===== src/rtl/precomp_fetch_sched.sv =====
// Sequencer for the Ed25519 fixed-base precomputation ROM: walks all rounds of a
// latched scalar in constant time, fetching {round, digit} and presenting each entry.
module precomp_fetch_sched #(
    parameter int unsigned ROUNDS  = 32,
    parameter int unsigned ROUND_W = 5,
    parameter int unsigned DIGIT_W = 8,
    parameter int unsigned DATA_W  = 255
) (
    input  logic                        clk,
    input  logic                        rst_n,
    input  logic                        start,
    input  logic [ROUNDS*DIGIT_W-1:0]   scalar,
    output logic                        busy,
    output logic [ROUND_W+DIGIT_W-1:0]  rom_addr,
    input  logic [DATA_W-1:0]           rom_data,
    output logic                        out_valid,
    input  logic                        out_ready,
    output logic [DATA_W-1:0]           out_data,
    output logic [ROUND_W-1:0]          out_round,
    output logic                        done
);

    localparam int unsigned SCALAR_W = ROUNDS * DIGIT_W;
    localparam int unsigned ADDR_W   = ROUND_W + DIGIT_W;
    localparam logic [ROUND_W-1:0] LAST_ROUND = ROUND_W'(ROUNDS - 1);

    typedef enum logic [1:0] {IDLE, WAIT1, WAIT2, PRESENT} state_t;

    state_t                state, state_d;
    logic [SCALAR_W-1:0]   scalar_q, scalar_d;
    logic [ROUND_W-1:0]    round, round_d, next_round;
    logic [DIGIT_W-1:0]    next_digit;
    logic                  busy_d, out_valid_d, done_d;
    logic [ADDR_W-1:0]     rom_addr_d;
    logic [DATA_W-1:0]     out_data_d;
    logic [ROUND_W-1:0]    out_round_d;

    // State and output registers
    always_ff @(posedge clk) begin
        if (!rst_n) begin
            state     <= IDLE;
            scalar_q  <= '0;
            round     <= '0;
            busy      <= 1'b0;
            out_valid <= 1'b0;
            done      <= 1'b0;
            rom_addr  <= '0;
            out_data  <= '0;
            out_round <= '0;
        end else begin
            state     <= state_d;
            scalar_q  <= scalar_d;
            round     <= round_d;
            busy      <= busy_d;
            out_valid <= out_valid_d;
            done      <= done_d;
            rom_addr  <= rom_addr_d;
            out_data  <= out_data_d;
            out_round <= out_round_d;
        end
    end

    // Next-state and next-output logic
    always_comb begin
        state_d     = state;
        scalar_d    = scalar_q;
        round_d     = round;
        busy_d      = busy;
        out_valid_d = out_valid;
        done_d      = done;
        rom_addr_d  = rom_addr;
        out_data_d  = out_data;
        out_round_d = out_round;
        next_round  = round + ROUND_W'(1);
        next_digit  = DIGIT_W'(scalar_q >> (DIGIT_W * next_round));

        case (state)
            IDLE: begin
                done_d = 1'b0;
                // A start coinciding with the done pulse must wait for a clean IDLE cycle
                if (start && !done) begin
                    scalar_d   = scalar;
                    round_d    = '0;
                    rom_addr_d = {ROUND_W'(0), scalar[DIGIT_W-1:0]};
                    busy_d     = 1'b1;
                    state_d    = WAIT1;
                end
            end
            WAIT1: begin
                state_d = WAIT2;
            end
            WAIT2: begin
                out_data_d  = rom_data;
                out_round_d = round;
                out_valid_d = 1'b1;
                state_d     = PRESENT;
            end
            PRESENT: begin
                if (out_ready) begin
                    out_valid_d = 1'b0;
                    if (round == LAST_ROUND) begin
                        busy_d  = 1'b0;
                        done_d  = 1'b1;
                        state_d = IDLE;
                    end else begin
                        round_d    = next_round;
                        rom_addr_d = {next_round, next_digit};
                        state_d    = WAIT1;
                    end
                end
            end
            default: begin
                state_d = IDLE;
            end
        endcase
    end

endmodule

===== config.mk =====
export PLATFORM = sky130hd
export DESIGN_NAME = precomp_fetch_sched
export DESIGN_NICKNAME = d
export VERILOG_FILES = /design/src/rtl/precomp_fetch_sched.sv
export SDC_FILE = /design/constraint.sdc
export NUM_CORES = 1
export LEC_CHECK = 0
export ABC_CLOCK_PERIOD_IN_PS = 4400
export BUFFER_PORTS_ARGS = -buffer_cell sky130_fd_sc_hd__clkbuf_2
export CAP_MARGIN = 10
export CORE_AREA = 5 5 303 305
export DETAILED_ROUTE_END_ITERATION = 6
export DIE_AREA = 0 0 308 310
export MAX_ROUTING_LAYER = met4
export RECOVER_POWER = 50
export SYNTH_ARGS = -nofsm -noshare
export SYNTH_HDL_FRONTEND = slang
export SYNTH_SLANG_ARGS = --single-unit

===== constraint.sdc =====
create_clock -name clk -period 4.4 [get_ports clk]
set_clock_uncertainty 0.05 [all_clocks]
set_input_delay 1.32 -clock clk [delete_from_list [all_inputs] [get_ports clk]]
set_output_delay 1.32 -clock clk [all_outputs]
set_load 0.05 [all_outputs]

After elaboration in Yosys (flattened, before gate mapping)
Cells that the tools add are included.
{"block": "classes", "mux": 21, "addsub": 1, "n_reduce_logical": 11, "n_eq_ne": 8, "shifts": 1}
{"cell": "$shr A256 B8 Y8", "count": 1}
{"cell": "$mux W13", "count": 3}
{"cell": "$pmux W13 S2", "count": 1}
{"cell": "$mux W5", "count": 3}
{"cell": "$pmux W5 S2", "count": 1}
{"cell": "$ne A2 B2 Y1 const B", "count": 4}
{"cell": "$pmux W2 S4", "count": 1}
{"cell": "$reduce_and A4 Y1", "count": 2}
{"cell": "$mux W1", "count": 7}
{"cell": "$pmux W1 S2", "count": 3}
{"cell": "$reduce_and A2 Y1", "count": 3}
{"cell": "$add A5 B1 Y5 const B", "count": 1}
{"cell": "$eq A5 B5 Y1 const B", "count": 1}
{"cell": "$eq A2 B2 Y1 const B", "count": 2}
{"cell": "$mux W2", "count": 2}
{"cell": "$reduce_bool A2 Y1", "count": 2}
{"cell": "$reduce_and A3 Y1", "count": 1}
{"cell": "$eq A2 B1 Y1 const B", "count": 1}
{"cell": "$logic_not A2 Y1", "count": 1}
{"cell": "$logic_and A1 B1 Y1", "count": 1}
{"cell": "$logic_not A1 Y1", "count": 1}
{"block": "totals", "word_cells": 51, "regBits": 539, "inputBits": 515, "out_inout_bits": 276}

Logic depth before layout (Yosys ltp)
{"block": "depth", "depth_word": 5, "depth_mapped": 9}

Worst setup path before layout
No wires, ideal clock.
{"block": "synth_timing", "kind": "reg-to-reg", "from": "register, netlist name rom_addr[9]", "to": "register rom_addr[3]", "arrival_ps": 2368, "required_time_ps": 4225, "slack_ps": 1857, "n_path_buf": 0, "setup_ps": 125, "stages_incl_launch_ff": 8, "path_cell_list": "dfxtp_1 > ha_1 > xor2_4 > mux2_2 > a222oi_1 > nor2_1 > a211oi_1 > a21oi_1"}
{"item": "end signal, assigned", "line_no": "57", "source": "rom_addr <= rom_addr_d;"}
{"item": "end, declared", "line_no": "14", "source": "output logic [ROUND_W+DIGIT_W-1:0] rom_addr,"}

Worst setup path after layout
{"block": "layout_timing", "from": "input port rst_n", "to": "register scalar_q[79]"}
{"item": "start, declared", "line_no": "10", "source": "input logic rst_n,"}
{"item": "end signal, assigned", "line_no": "52", "source": "scalar_q <= scalar_d;"}
{"item": "end, declared", "line_no": "30", "source": "logic [SCALAR_W-1:0] scalar_q, scalar_d;"}
No word-level cell between the ends.

==> out/results.ini <==
[final_layout]
final_common_cell=clkbuf_2
fin_cells=4299
final_core_util_pct=31.51
syn2layout_area_growth_pct=35.47
drive_above_1_share_pct=31.10
layout_common_cells=clkbuf_2 (792), nand2_1 (616), dfxtp_1 (533), mux2i_1 (290), nor2_1 (272)
fin_nets=3563

[min_path]
min_to=scalar_q[181]
hold_depth=2
hp-class=reg2reg
worstHoldStart=scalar_q[181]

[timing]
drv_slew=81
min_period_over_period_pct=81.82
tightest_slew_ns=1.829
tns_ns=0
fmax_ghz=0.2778
rsz0062_at_grt=false
setup_viol=0
relSlewSlack_pct=-21.96
finalHoldViolCount=0
fin_crit_ns=3.600

[global_route]
grt_pass1_vias=18060
grt_max_degree=92
grt_overflow_total=0
grt_pass1_wl_um=123300
antenna_found_initial=33
track_usage_pct=17.88

[critical_path]
start_kind=input pin
crit_chain=clkbuf_2 -> clkinvlp_4 -> buf_12 -> a21oi_1
max_stage_delay_ns=1.43
critPathKind=in2reg
crit_path_max_fanout=85
rr_startpoint=rom_addr[9]
endpoint_kind=flip-flop
cpMaxStageDelayCell=clkinvlp_4
cp_top_family=buffers and inverters
required_ns=4.85
cp_num_buf_inv=3
worst_r2r_path_depth=6
rrSetupSlack_ns=1.27
r2r-end=rom_addr[0]
cp.arrival_ns=4.05

[die]
die_y_um=310
die_area_um2=95480
rows=110
start_util_pct=23.26
ios=791
core_um2=89050
die_w_um=308

[yosys]
syn-num-nets=2852
synth_cell_types=42
yosys_register_bits=534
ys.flop_type=dfxtp_1
avgSynthCellArea_um2=8.891
yosysWarnings=0
synth_cells=2330
synthesis.area_um2=20720
synth_edf_count=0
yosysSeqAreaShare_pct=51.60
synthArstFlopShare_pct=0

[cts]
clockBufferDepth=3
postCtsSetupBuffers=0
cts-root-buf=clkbuf_16
cts_num_sinks=534
htree_num_levels=3
insertion_delay_ns=0.60
cts_tree=done
post_cts_resized=0
clkTransAtPathRegs_ns=0.06
holdBufCountCts=0
numCtsBuffers=66

[route]
drtIter0Drc=1677
avgViaCountPerCell=4.463
wirelength_um=89770
drc=0
vias=19190
antenna_left=0
dr.pass1.iters=5
wire_per_inst_um=20.88

[placement]
placed_cells=4149
port_buffers=790
detailed_place_hpwl_um=69220
gp_congestion=0.8600

[pwr]
power_density_nw_per_um2=656.0
p_leak_nw=11.62
vdd_drop_max_uv=438.6
power_mw=18.41

[status]
status=finished with violations
violations=max-capacitance violations, max-slew violations

[run]
cap_viol_max_count=1

## synth_stat cells (2+ instances only)
library cell	instances	area, µm²
buf_6	3	33.78
and2_1	2	12.51
a32oi_1	28	245.2
nand2_1	616	2312
o211ai_1	2	15.01
clkbuf_2	3	15.01
a31oi_1	21	131.4
nand4_1	3	18.77
buf_1	10	37.54
a21oi_1	271	1356
o2111ai_1	2	17.52
buf_12	2	40.04
ha_1	7	87.58
and3_1	9	56.30
buf_2	13	65.06
xnor2_1	2	17.52
nor2_1	275	1032
mux4_2	28	630.6
mux2_2	2	22.52
dfxtp_1	534	10690
clkbuf_1	141	529.3
nand3_1	12	60.06
nand2b_1	2	12.51
mux2i_1	290	2903
nor3_1	4	20.02
a211oi_1	2	15.01
o21ai_0	14	70.07
a221oi_1	8	70.07
buf_4	4	30.03
inv_1	8	30.03
## report_power, final
part | switching, mW | internal [mW]
clock network | 2.21 | 3.25
registers | 0.541 | 5.83
logic | 4.62 | 1.96
## tightest hold or removal path, cell delays in order, from the launching register on
cell     delay (ns)
dfxtp_1        0.30
nand2_1        0.05
a21oi_1        0.05
## logic make-up (layout without fill, tap and decap cells)
kind of cell	Yosys count	after routing	share of synthesized area, %
AOI/OAI and AO/OA	351	351	9.404
xor gates and xnor gates	4	4	0.2597
adders and majority gates	7	7	0.4228
buffers and inverters	185	945	3.841
DFF	534	534	51.60
muxes	321	321	17.29
other	0	33	0
and+or+nand+nor	928	928	17.18
## worst max-delay path by stage
stage	slack, ns	depth (start not counted)	end	startpoint
floorplan	1.86	7	rom_addr[3]	rom_addr[9]
global placement	1.25	6	rom_addr[0]	rom_addr[9]
detailed placement	1.22	6	rom_addr[0]	rom_addr[9]
CTS	1.12	2	rom_addr[8]	rom_addr[8]
global route	0.58	4	out_data[200]	rst_n
finish	0.80	4	scalar_q[79]	rst_n
## flip-flops by register name (all words and copies together) (netlist names)
signal / flops
out_data: 255
done: 1
rom_addr: 13
state: 2
out_valid: 1
busy: 1
scalar_q: 256
out_round: 5
## stage by stage
stage	area (µm²)	setup slack (ns)	hold slack [ns]
detailed placement	25840	1.216	0.3945
floorplan	20720	1.857	0.3815
global route	28060	0.5821	0.4151
global placement	25840	1.250	0.3893
finish	28060	0.8001	0.3999
CTS	27990	1.117	0.4020
## final cells by class
class | instances | area (µm²)
Inverter | 8 | 33.78
Multi-Input combinational cell | 1611 | 9270
Sequential cell | 534 | 10690
Tap cell | 1176 | 1471
Clock inverter | 22 | 265.3
Clock buffer | 95 | 1891
Antenna cell | 33 | 82.58
Timing Repair Buffer | 820 | 4358
Fill cell | 9509 | 60980
## layer usage
metal / global-route usage (%) / vias up / wire length [µm]
met5: - / - / 0
met4: 5.744 / 0 / 2756
met3: 7.637 / 123 / 9281
met2: 25.35 / 750 / 38660
met1: 23.02 / 9036 / 39070
li1: - / 9278 / -
No activity file was read; power rests on OpenSTA's default activity.
